--- src/rtl/mips_dump_pkg.sv ---
// Shared types for the MIPS end-of-run state dumper: FSM states, stream
// element kinds, and the saturating counter helper.
package mips_dump_pkg;

  localparam int CNT_W = 16;

  typedef enum logic [2:0] {
    IDLE,
    WATCH,
    D_PC,
    D_REG,
    D_MEM,
    DONE
  } state_e;

  localparam logic [1:0] KIND_PC  = 2'd0;
  localparam logic [1:0] KIND_REG = 2'd1;
  localparam logic [1:0] KIND_MEM = 2'd2;

  // Counters stick at all-ones instead of wrapping.
  function automatic logic [CNT_W-1:0] sat_inc(input logic [CNT_W-1:0] v);
    return (&v) ? v : v + CNT_W'(1);
  endfunction

endpackage

--- src/rtl/mips_halt_detector.sv ---
// Watches the core PC after start. Raises a one-cycle halt pulse when the PC
// has held one value for HALT_STABLE consecutive cycles (the start cycle
// counts as the first), or a timeout pulse once the cycle budget is spent.
module mips_halt_detector
  import mips_dump_pkg::*;
#(
  parameter int DATA_W      = 32,
  parameter int HALT_STABLE = 4,
  parameter int TIMEOUT_CYC = 190
) (
  input  logic              clk,
  input  logic              rst_n,
  input  logic              arm,
  input  logic              watch,
  input  logic [DATA_W-1:0] pc_in,
  output logic              halt,
  output logic              timeout,
  output logic [CNT_W-1:0]  cyc_cnt,
  output logic [DATA_W-1:0] pc_hold
);

  logic [DATA_W-1:0] pc_q, pc_d;
  logic [CNT_W-1:0]  stable_q, stable_d;
  logic [CNT_W-1:0]  cyc_q, cyc_d;

  // Next-state of the PC tracker and the halt/timeout decision for this cycle.
  always_comb begin
    // NOTE: every signal gets a default first so no path leaves it unassigned (no latches).
    pc_d     = pc_q;
    stable_d = stable_q;
    cyc_d    = cyc_q;
    halt     = 1'b0;
    timeout  = 1'b0;
    if (arm) begin
      pc_d     = pc_in;
      stable_d = CNT_W'(1);
      cyc_d    = '0;
    end else if (watch) begin
      pc_d     = pc_in;
      stable_d = (pc_in == pc_q) ? sat_inc(stable_q) : CNT_W'(1);
      cyc_d    = sat_inc(cyc_q);
      halt     = (stable_d == CNT_W'(HALT_STABLE));
      // A halt seen in the same cycle as the budget running out wins.
      timeout  = !halt && (cyc_q == CNT_W'(TIMEOUT_CYC - 1));
    end
  end

  // Tracker registers.
  always_ff @(posedge clk or negedge rst_n) begin
    // NOTE: flops take non-blocking assignments so every register samples pre-edge values.
    if (!rst_n) begin
      pc_q     <= '0;
      stable_q <= '0;
      cyc_q    <= '0;
    end else begin
      pc_q     <= pc_d;
      stable_q <= stable_d;
      cyc_q    <= cyc_d;
    end
  end

  assign cyc_cnt = cyc_q;
  assign pc_hold = pc_q;

endmodule

--- src/rtl/mips_state_dumper.sv ---
// End-of-run state dumper: waits for the core to halt (or time out), then
// streams PC, every register and a window of data memory over valid/ready.
module mips_state_dumper
  import mips_dump_pkg::*;
#(
  parameter int DATA_W      = 32,
  parameter int NUM_REGS    = 32,
  parameter int REG_AW      = 5,
  parameter int DM_AW       = 10,
  parameter int DM_BASE     = 0,
  parameter int DUMP_WORDS  = 12,
  parameter int HALT_STABLE = 4,
  parameter int TIMEOUT_CYC = 190
) (
  input  logic              clk,
  input  logic              rst_n,
  input  logic              start,
  input  logic [DATA_W-1:0] pc_in,
  output logic [REG_AW-1:0] rf_raddr,
  input  logic [DATA_W-1:0] rf_rdata,
  output logic [DM_AW-1:0]  dm_raddr,
  input  logic [DATA_W-1:0] dm_rdata,
  output logic              out_valid,
  input  logic              out_ready,
  output logic [1:0]        out_kind,
  output logic [15:0]       out_index,
  output logic [DATA_W-1:0] out_data,
  output logic              busy,
  output logic              done,
  output logic              timed_out,
  output logic [15:0]       cycles
);

  localparam int IDX_W = 16;

  state_e            state_q, state_d;
  logic [IDX_W-1:0]  idx_q, idx_d;
  logic              out_valid_q, out_valid_d;
  logic [1:0]        out_kind_q, out_kind_d;
  logic [IDX_W-1:0]  out_index_q, out_index_d;
  logic [DATA_W-1:0] out_data_q, out_data_d;
  logic              timed_out_q, timed_out_d;
  logic [CNT_W-1:0]  cycles_q, cycles_d;

  logic              arm, halt, timeout;
  logic [CNT_W-1:0]  cyc_cnt;
  logic [DATA_W-1:0] pc_hold;
  logic              can_load, accept;

  assign can_load = !out_valid_q || out_ready;
  assign accept   = out_valid_q && out_ready;

  mips_halt_detector #(
    .DATA_W      (DATA_W),
    .HALT_STABLE (HALT_STABLE),
    .TIMEOUT_CYC (TIMEOUT_CYC)
  ) u_halt (
    .clk     (clk),
    .rst_n   (rst_n),
    .arm     (arm),
    .watch   (state_q == WATCH),
    .pc_in   (pc_in),
    .halt    (halt),
    .timeout (timeout),
    .cyc_cnt (cyc_cnt),
    .pc_hold (pc_hold)
  );

  // FSM next state, index counter, read addresses and output-slice loads.
  always_comb begin
    state_d     = state_q;
    idx_d       = idx_q;
    out_valid_d = out_valid_q;
    out_kind_d  = out_kind_q;
    out_index_d = out_index_q;
    out_data_d  = out_data_q;
    timed_out_d = timed_out_q;
    cycles_d    = cycles_q;
    arm         = 1'b0;
    rf_raddr    = '0;
    dm_raddr    = '0;
    unique case (state_q)
      IDLE, DONE: begin
        if (start) begin
          arm         = 1'b1;
          state_d     = WATCH;
          timed_out_d = 1'b0;
          cycles_d    = '0;
        end
      end
      WATCH: begin
        if (halt || timeout) begin
          state_d     = D_PC;
          timed_out_d = timeout;
          cycles_d    = sat_inc(cyc_cnt);
        end
      end
      D_PC: begin
        if (can_load) begin
          out_valid_d = 1'b1;
          out_kind_d  = KIND_PC;
          out_index_d = '0;
          out_data_d  = pc_hold;
          state_d     = D_REG;
          idx_d       = '0;
        end
      end
      D_REG: begin
        rf_raddr = idx_q[REG_AW-1:0];
        if (idx_q < IDX_W'(NUM_REGS)) begin
          if (can_load) begin
            out_valid_d = 1'b1;
            out_kind_d  = KIND_REG;
            out_index_d = idx_q;
            out_data_d  = rf_rdata;
            idx_d       = idx_q + IDX_W'(1);
            if (idx_q == IDX_W'(NUM_REGS - 1) && DUMP_WORDS != 0) begin
              state_d = D_MEM;
              idx_d   = '0;
            end
          end
        end else if (accept) begin
          // Last register was the final element: finish on its acceptance.
          out_valid_d = 1'b0;
          state_d     = DONE;
        end
      end
      D_MEM: begin
        dm_raddr = DM_AW'(DM_BASE) + DM_AW'({idx_q, 2'b00});
        if (idx_q < IDX_W'(DUMP_WORDS)) begin
          if (can_load) begin
            out_valid_d = 1'b1;
            out_kind_d  = KIND_MEM;
            out_index_d = idx_q;
            out_data_d  = dm_rdata;
            idx_d       = idx_q + IDX_W'(1);
          end
        end else if (accept) begin
          out_valid_d = 1'b0;
          state_d     = DONE;
        end
      end
      default: state_d = IDLE;
    endcase
  end

  // State, index and output-slice registers.
  always_ff @(posedge clk or negedge rst_n) begin
    if (!rst_n) begin
      state_q     <= IDLE;
      idx_q       <= '0;
      out_valid_q <= 1'b0;
      out_kind_q  <= '0;
      out_index_q <= '0;
      out_data_q  <= '0;
      timed_out_q <= 1'b0;
      cycles_q    <= '0;
    end else begin
      state_q     <= state_d;
      idx_q       <= idx_d;
      out_valid_q <= out_valid_d;
      out_kind_q  <= out_kind_d;
      out_index_q <= out_index_d;
      out_data_q  <= out_data_d;
      timed_out_q <= timed_out_d;
      cycles_q    <= cycles_d;
    end
  end

  assign out_valid = out_valid_q;
  assign out_kind  = out_kind_q;
  assign out_index = out_index_q;
  assign out_data  = out_data_q;
  assign timed_out = timed_out_q;
  assign cycles    = cycles_q;
  assign done      = (state_q == DONE);
  assign busy      = (state_q == WATCH) || (state_q == D_PC) ||
                     (state_q == D_REG) || (state_q == D_MEM);

endmodule

--- config.mk ---
export PLATFORM = sky130hd
export DESIGN_NAME = mips_state_dumper
export DESIGN_NICKNAME = d
export VERILOG_FILES = /design/src/rtl/mips_dump_pkg.sv /design/src/rtl/mips_halt_detector.sv /design/src/rtl/mips_state_dumper.sv
export SDC_FILE = /design/constraint.sdc
export NUM_CORES = 1
export LEC_CHECK = 0
export CORE_MARGIN = 2
export CORE_UTILIZATION = 55
export CTS_BUF_LIST = sky130_fd_sc_hd__clkbuf_8
export DETAILED_ROUTE_END_ITERATION = 8
export MAX_ROUTING_LAYER = met4
export PLACE_DENSITY = 0.88
export SYNTH_ARGS = -nofsm -noshare
export SYNTH_HDL_FRONTEND = slang
export SYNTH_SLANG_ARGS = --single-unit
--- constraint.sdc ---
create_clock -name clk -period 7.4 [get_ports clk]
set_input_delay 0.74 -clock clk [delete_from_list [all_inputs] [get_ports clk]]
set_output_delay 0.74 -clock clk [all_outputs]
set_load 0.02 [all_outputs]
==> key figures, run 1 <==
Floorplan
  • Die height: 124 um
  • Die W: 124 um
  • Die Area: 15400 um2
  • Starting Density: 0.567
  • FP Rows: 43
  • Core area: around 14000 um2
  • # IOs: 185

STA
  • Worst slew pin tran: about 1.0 ns
  • Max Slew Vio Count: 0
  • Slew headroom: 0.322
  • Crit share post-route: 0.499
  • Final critical-path required period: between 3 and 4 ns
  • Setup_tns: 0 ns
  • Final Skew: 0.00997 ns
  • Final hold vios: 0
  • RSZ-0062 raised after global routing: no
  • FMAX: 271 MHz
  • Final setup vio count: 0

Setup path
  • Critical Path Sink Type: register
  • Setup CP Type: register to register
  • Worst r2r src: state_q[0]$_DFFE_PN0P_
  • Critical-path top delay cell: a21oi_1
  • R2r worst-path depth: 7
  • Critical Path RT: 7.75 ns
  • Startpoint types: register
  • Crit path cell chain: nor2_1 > nand2_1 > nor4_1 > o21ai_4 > buf_4 > a21oi_1 > o21ba_2
  • Slowest cell delay on critical path: 0.89 ns
  • Reg-to-Reg End: idx_q[9]$_DFFE_PN0P_
  • WP data arrival: 4.05 ns
  • Crit path max-delay family: simple AND/OR/NAND/NOR gates
  • WP buf/inv: 1
  • Crit-path max FO: 89
  • Reg2Reg Setup Slack: 3.70 ns

Finish
  • Nets@finish: 1122
  • # diodes: 0
  • Seq. cell area: between 3000 and 4000 um2
  • Core Util, Final: 0.732
  • Layout cells sized above 1: 0.0679
  • Layout area overhead: 29.1%
  • Fillers: roughly 1.0k
  • Multi-input logic area: between 3000 and 4000 um2

Logic synthesis
  • YS warnings: 0
  • Register area share after synthesis: 0.476
  • Largest cells by area after synthesis: dfrtp_1, nand2_1, xor2_1
  • Synth cell count leaders: nand2_1, dfrtp_1, nor2_1
  • Post-synthesis instance total: 867
  • Avg Inst Size Synth: between 9 and 10 um2
  • Leading cell type by number of instances after synthesis: nand2_1
  • Synth Register Bits: 151
  • Post-Syn Area: 7930 um2
  • Yosys top cell area share: 0.476
  • Async SR Flop Fraction: 1.00
  • Most area-hungry cell type in the Yosys netlist: dfrtp_1
  • Post-synth cell types: 64
  • Synth Flop Type: dfrtp_1
  • Post-synth EDFFs: 0

Pwr
  • Flop pwr share: 0.365
  • VDD IR max: around 250 uV
  • Net Switching: approximately 1.5 mW
  • Clock share of power: 0.185
  • Combinational power share: 0.450
  • Static Leak: 4.55 nW
  • Int Power: roughly 2.0 mW
  • Switching share of power: 0.427
  • Power Dens Cells: 346 nW/um2
  • Tot Pwr: 3.54 mW

Global route
  • Initial antenna violation count: 0
  • First-pass GRT wire length: 33200 um
  • Global-route usage over all layers: 0.285
  • Grt ovf: 0
  • Vias in the first global route: 6658
  • Largest net degree at the start of global routing: 110

Clock tree
  • CTS Hold Bufs: 0
  • Root Buffer: clkbuf_8
  • Skew-Pair Late Insertion Delay: 0.46 ns
  • Gates resized, CTS repair: 0
  • Cts bufs inserted: 17
  • Clock sinks: 151
  • H-tree levels: 4
  • CTS tree: yes
  • Post-CTS Setup Bufs: 0
  • Clock transition at the registers of the reported paths: 0.08 ns
  • Max Buffers Root-to-Sink: 2

Placement
  • DP Wirelength: 14600 um
  • I/O Buffers: 182
  • GP Congestion: 0.907

Drt
  • First DRT Iteration DRCs: 647
  • Via/cell ratio: 5.95
  • Total wire length: ~21000 um
  • Pre-antenna DRT Iters: 5
  • WL per Instance: 17.4 um
  • Post-DRT Antenna Nets: 0
  • Drc violations: 0
  • Vias: 7209

Run status
  • Status: completed

Worst hold path
  • Worst Hold Class: input port to asynchronous set/reset pin

Job
  • Max-cap violations: 0
## sequential cells by signal, indices dropped and copies added (netlist names)
register / flops
out_data: 32
u_halt.cyc_cnt: 16
u_halt.pc_hold: 32
cycles: 16
out_kind: 2
out_valid: 1
out_index: 16
timed_out: 1
u_halt.stable_q: 16
idx_q: 16
state_q: 3
## per-stage QoR
| stage | hold WS, ns | area, um2 | setup slack [ns] | instances |
|---|---|---|---|---|
| finish | 0.415 | 10200 | 3.70 | 1211 |
| floorplan | 0.444 | 7940 | 4.52 | 868 |
| detailed placement | 0.457 | 9830 | 3.53 | 1179 |
| global placement | 0.454 | 9830 | 3.65 | 1179 |
| CTS | 0.442 | 10200 | 3.75 | 1211 |
| global route | 0.466 | 10200 | 3.43 | 1211 |
## final cells by class
type | count | area share
Multi-Input combinational cell | 652 | 0.382
Sequential cell | 151 | 0.369
Timing Repair Buffer | 190 | 0.184
Clock buffer | 18 | 0.0242
Tap cell | 180 | 0.0220
Clock inverter | 14 | 0.0161
Inverter | 6 | 0.00220
## cell families (layout without fill, tap and decap cells)
family,Yosys count,count (layout),synth area share
buf+inv,65,228,0.0330
flops,151,151,0.476
xor+xnor,58,58,0.0640
compound gates,178,178,0.156
other cells,1,2,0.000473
simple gates,390,390,0.231
mux,20,20,0.0320
fa+ha+maj,4,4,0.00631
## layer usage
layer  share of wire  track usage
met5               0            -
met4           0.033        0.101
met3           0.064       0.0618
met2            0.48        0.438
met1            0.42        0.376
## worst max-delay path by stage
stage	end	slack, ns	cells after the start	startpoint
2_1_floorplan	cycles[10]$_DFFE_PN0P_	4.52	8	pc_in[13]
3_3_place_gp	cycles[0]$_DFFE_PN0P_	3.65	8	pc_in[26]
3_5_place_dp	cycles[5]$_DFFE_PN0P_	3.53	8	pc_in[13]
4_1_cts	idx_q[9]$_DFFE_PN0P_	3.75	7	state_q[0]$_DFFE_PN0P_
5_1_grt	idx_q[9]$_DFFE_PN0P_	3.43	7	state_q[0]$_DFFE_PN0P_
6_report	idx_q[9]$_DFFE_PN0P_	3.70	7	state_q[0]$_DFFE_PN0P_
## cells in the final DEF, fill, tap and decap left out, types with 6 or more instances in the layout
| cell type | netlist | routed |
|---|---|---|
| dfrtp_1 | 151 | 151 |
| inv_1 | 6 | 6 |
| a21oi_1 | 53 | 53 |
| xnor2_1 | 15 | 15 |
| nor2_1 | 70 | 68 |
| xor2_1 | 43 | 43 |
| nand2_1 | 164 | 164 |
| a22oi_1 | 13 | 13 |
| a22o_1 | 22 | 22 |
| nor4_1 | 21 | 21 |
| nand3_1 | 28 | 28 |
| a221o_1 | 14 | 14 |
| nand4_1 | 13 | 13 |
| clkbuf_8 | 0 | 18 |
| and3_1 | 22 | 22 |
| mux2_1 | 6 | 6 |
| and2_1 | 19 | 19 |
| nor2b_1 | 8 | 8 |
| clkdlybuf4s50_1 | 0 | 181 |
| mux2_4 | 9 | 9 |
| o21ai_0 | 35 | 35 |
| buf_4 | 2 | 8 |
| nor3_1 | 19 | 18 |
| a21o_1 | 6 | 6 |
## power by group through the flow
stage,clock network (mW),logic [mW],registers (mW)
5_1_grt,0.706,1.74,1.32
3_5_place_dp,0,1.59,1.30
4_1_cts,0.667,1.59,1.28
2_1_floorplan,0,0.951,1.34
6_report,0.656,1.59,1.29
3_3_place_gp,0,1.53,1.29
## worst reg2reg max path, cell delays in order (launching register included)
cell and delay (ns):
dfrtp_1 0.61, nor2_1 0.60, nand2_1 0.17, nor4_1 0.59, o21ai_4 0.06, buf_4 0.39
a21oi_1 0.90, o21ba_2 0.26
No activity file was read; power rests on OpenSTA's default activity.
==> run 2: changes to the inputs <==
- CORE_UTILIZATION: 55 -> 47
- PLACE_DENSITY: 0.88 -> 0.8
- clock period: 7.4 -> 3.1 ns (I/O delays scaled with it)
==> key figures, run 2 (same netlist as run 1, synthesis figures left out) <==
Drt
  • Pre-antenna DRT Iters: 4 (-1)
  • Via/cell ratio: 5.55 (-6.7%)
  • Drc violations: 0 (unchanged)
  • Vias: 7043 (-2.3%)
  • Total wire length: 20900 um (-0.93%)
  • WL per Instance: 16.5 um (-5.4%)
  • First DRT Iteration DRCs: 561 (-13%)
  • Post-DRT Antenna Nets: 0 (unchanged)

Floorplan
  • Core area: 16500 um2 (+18%)
  • Die Area: 17900 um2 (+16%)
  • Starting Density: 0.480 (-0.0870)
  • Die height: 134 um (+7.9%)
  • # IOs: 185 (unchanged)
  • FP Rows: 47 (+9.3%)
  • Die W: 134 um (+7.9%)

STA
  • Slew headroom: 0.335 (+0.0133)
  • Crit share post-route: 0.949 (+0.449)
  • Final hold vios: 0 (unchanged)
  • Final Skew: 0.0148 ns (+0.00481 ns)
  • FMAX: 340 MHz (+26%)
  • Worst slew pin tran: 0.997 ns (-0.0211 ns)
  • Final setup vio count: 0 (unchanged)
  • Final critical-path required period: 2.94 ns (-0.755 ns)
  • Max Slew Vio Count: 0 (unchanged)
  • Worst hold slack: 0.363 ns (-0.0516 ns)
  • RSZ-0062 raised after global routing: no
  • Setup_tns: 0 ns (unchanged)

Clock tree
  • Skew-Pair Late Insertion Delay: 0.46 ns (about the same)
  • Clock sinks: 151 (unchanged)
  • Clock transition at the registers of the reported paths: 0.09 ns (about the same)
  • CTS tree: yes
  • H-tree levels: 4 (unchanged)
  • Post-CTS Setup Bufs: 0 (unchanged)
  • Gates resized, CTS repair: 0 (unchanged)
  • Root Buffer: clkbuf_8
  • Cts bufs inserted: 17 (unchanged)
  • Max Buffers Root-to-Sink: 2 (unchanged)

Finish
  • Nets@finish: 1139 (+1.5%)
  • Commonest non-fill, non-tap cells in the layout: clkdlybuf4s50_1, nand2_1, dfrtp_1
  • Commonest non-fill, non-tap cell in the layout: clkdlybuf4s50_1
  • Layout cells sized above 1: 0.0811 (+0.0132)
  • Layout area overhead: 31.6%
  • Fillers: 1365 (+35%)
  • # diodes: 0 (unchanged)

Pwr
  • Combinational power share: 0.458 (+0.008)
  • Switching share of power: 0.423 (-0.00369)
  • Power Dens Cells: 813 nW/um2 (+140%)
  • Static Leak: 4.65 nW (+2.2%)
  • Net Switching: 3.59 mW (+140%)
  • VDD IR max: 481 uV (+91%)
  • Tot Pwr: 8.48 mW (+140%)
  • Flop pwr share: 0.360 (-0.005)
  • Int Power: 4.89 mW (+140%)
  • Clock share of power: 0.182 (-0.003)

Setup path
  • Critical Path Sink Type: register
  • Startpoint types: register
  • Reg-to-Reg End: cycles[0]$_DFFE_PN0P_
  • Critical Path Source: u_halt.pc_hold[10]$_DFFE_PN0P_
  • Crit-path max FO: 16 (-82%)
  • Critical Path RT: 3.44 ns (-4.31 ns)
  • Setup CP Type: register to register
  • Worst r2r src: u_halt.pc_hold[10]$_DFFE_PN0P_
  • R2r worst-path depth: 7 (unchanged)
  • Critical Path End: cycles[0]$_DFFE_PN0P_
  • Reg2Reg Setup Slack: 0.16 ns (-3.54 ns)
  • WP data arrival: 3.28 ns (-0.77 ns)

Global route
  • Initial antenna violation count: 0 (unchanged)
  • Vias in the first global route: 6656 (-0.030%)
  • Global-route usage over all layers: 0.245 (-0.0403)
  • Largest net degree at the start of global routing: 85 (-23%)
  • Grt ovf: 0 (unchanged)
  • First-pass GRT wire length: 33900 um (+2.3%)

Job
  • Max-cap violations: 0 (unchanged)

Placement
  • GP Congestion: 0.929 (+2.4%)
  • DP Wirelength: 15200 um (+3.7%)
  • I/O Buffers: 182 (unchanged)

Worst hold path
  • Worst Hold Class: input port to asynchronous set/reset pin

Run status
  • Status: completed
[run 2: what timing repair did]
action / CTS / global route
setup endpoints to repair: 0 / 0
hold buffers: 1 / 0
hold endpoints to repair: 52 / 0
[run 2: worst max-delay path, stage by stage (launching register included)]
cell and delay (ns):
dfrtp_1 0.45, xor2_1 0.18, nor4_1 0.37, nand4_1 0.23, or4_1 0.60, a211oi_2 0.29, o211ai_4 0.30, mux2_1 0.40
[run 2: final cells by class]
class / count / area [um2] / area share
clock buffers: 17 / 234 / 0.0224
multi-input cells: 652 / 3920 / 0.376
repair buffers: 207 / 2040 / 0.195
well taps: 220 / 275 / 0.0264
clock inverters: 15 / 166 / 0.0159
inverters: 6 / 22.5 / 0.00216
flip-flops and latches: 151 / 3780 / 0.362
[run 2: metal layers]
layer | wire [um] | track usage | vias to the layer above
li1 | - | - | 3375
met1 | 9380 | 0.332 | 3408
met2 | 9930 | 0.370 | 225
met3 | 1050 | 0.0488 | 35
met4 | 522 | 0.0827 | 0
met5 | 0 | - | -
[run 2: power groups by stage]
stage,Sequential (mW),Combinational [mW],Clock (mW)
2_1_floorplan,3.20,2.27,0
3_3_place_gp,3.07,3.80,0
3_5_place_dp,3.08,3.91,0
4_1_cts,3.04,3.91,1.57
5_1_grt,3.12,4.29,1.67
6_report,3.05,3.89,1.54
[run 2: per-stage QoR]
stage               setup WS [ns]  utilization  std cells  cell area [um2]
floorplan                   0.381            -        868             7940
global placement           -0.125        0.607       1235            10000
detailed placement         -0.215        0.607       1235            10000
CTS                         0.113        0.632       1268            10400
global route              0.00421        0.632       1268            10400
finish                      0.159        0.632       1268            10400
[run 2: how the worst min path moves through the flow]
stage,endpoint,cells past startpoint,startpoint
floorplan,cycles[0]$_DFFE_PN0P_,0,rst_n
global placement,cycles[0]$_DFFE_PN0P_,1,rst_n
detailed placement,cycles[0]$_DFFE_PN0P_,1,rst_n
CTS,cycles[0]$_DFFE_PN0P_,2,rst_n
global route,cycles[4]$_DFFE_PN0P_,2,rst_n
finish,cycles[0]$_DFFE_PN0P_,2,rst_n
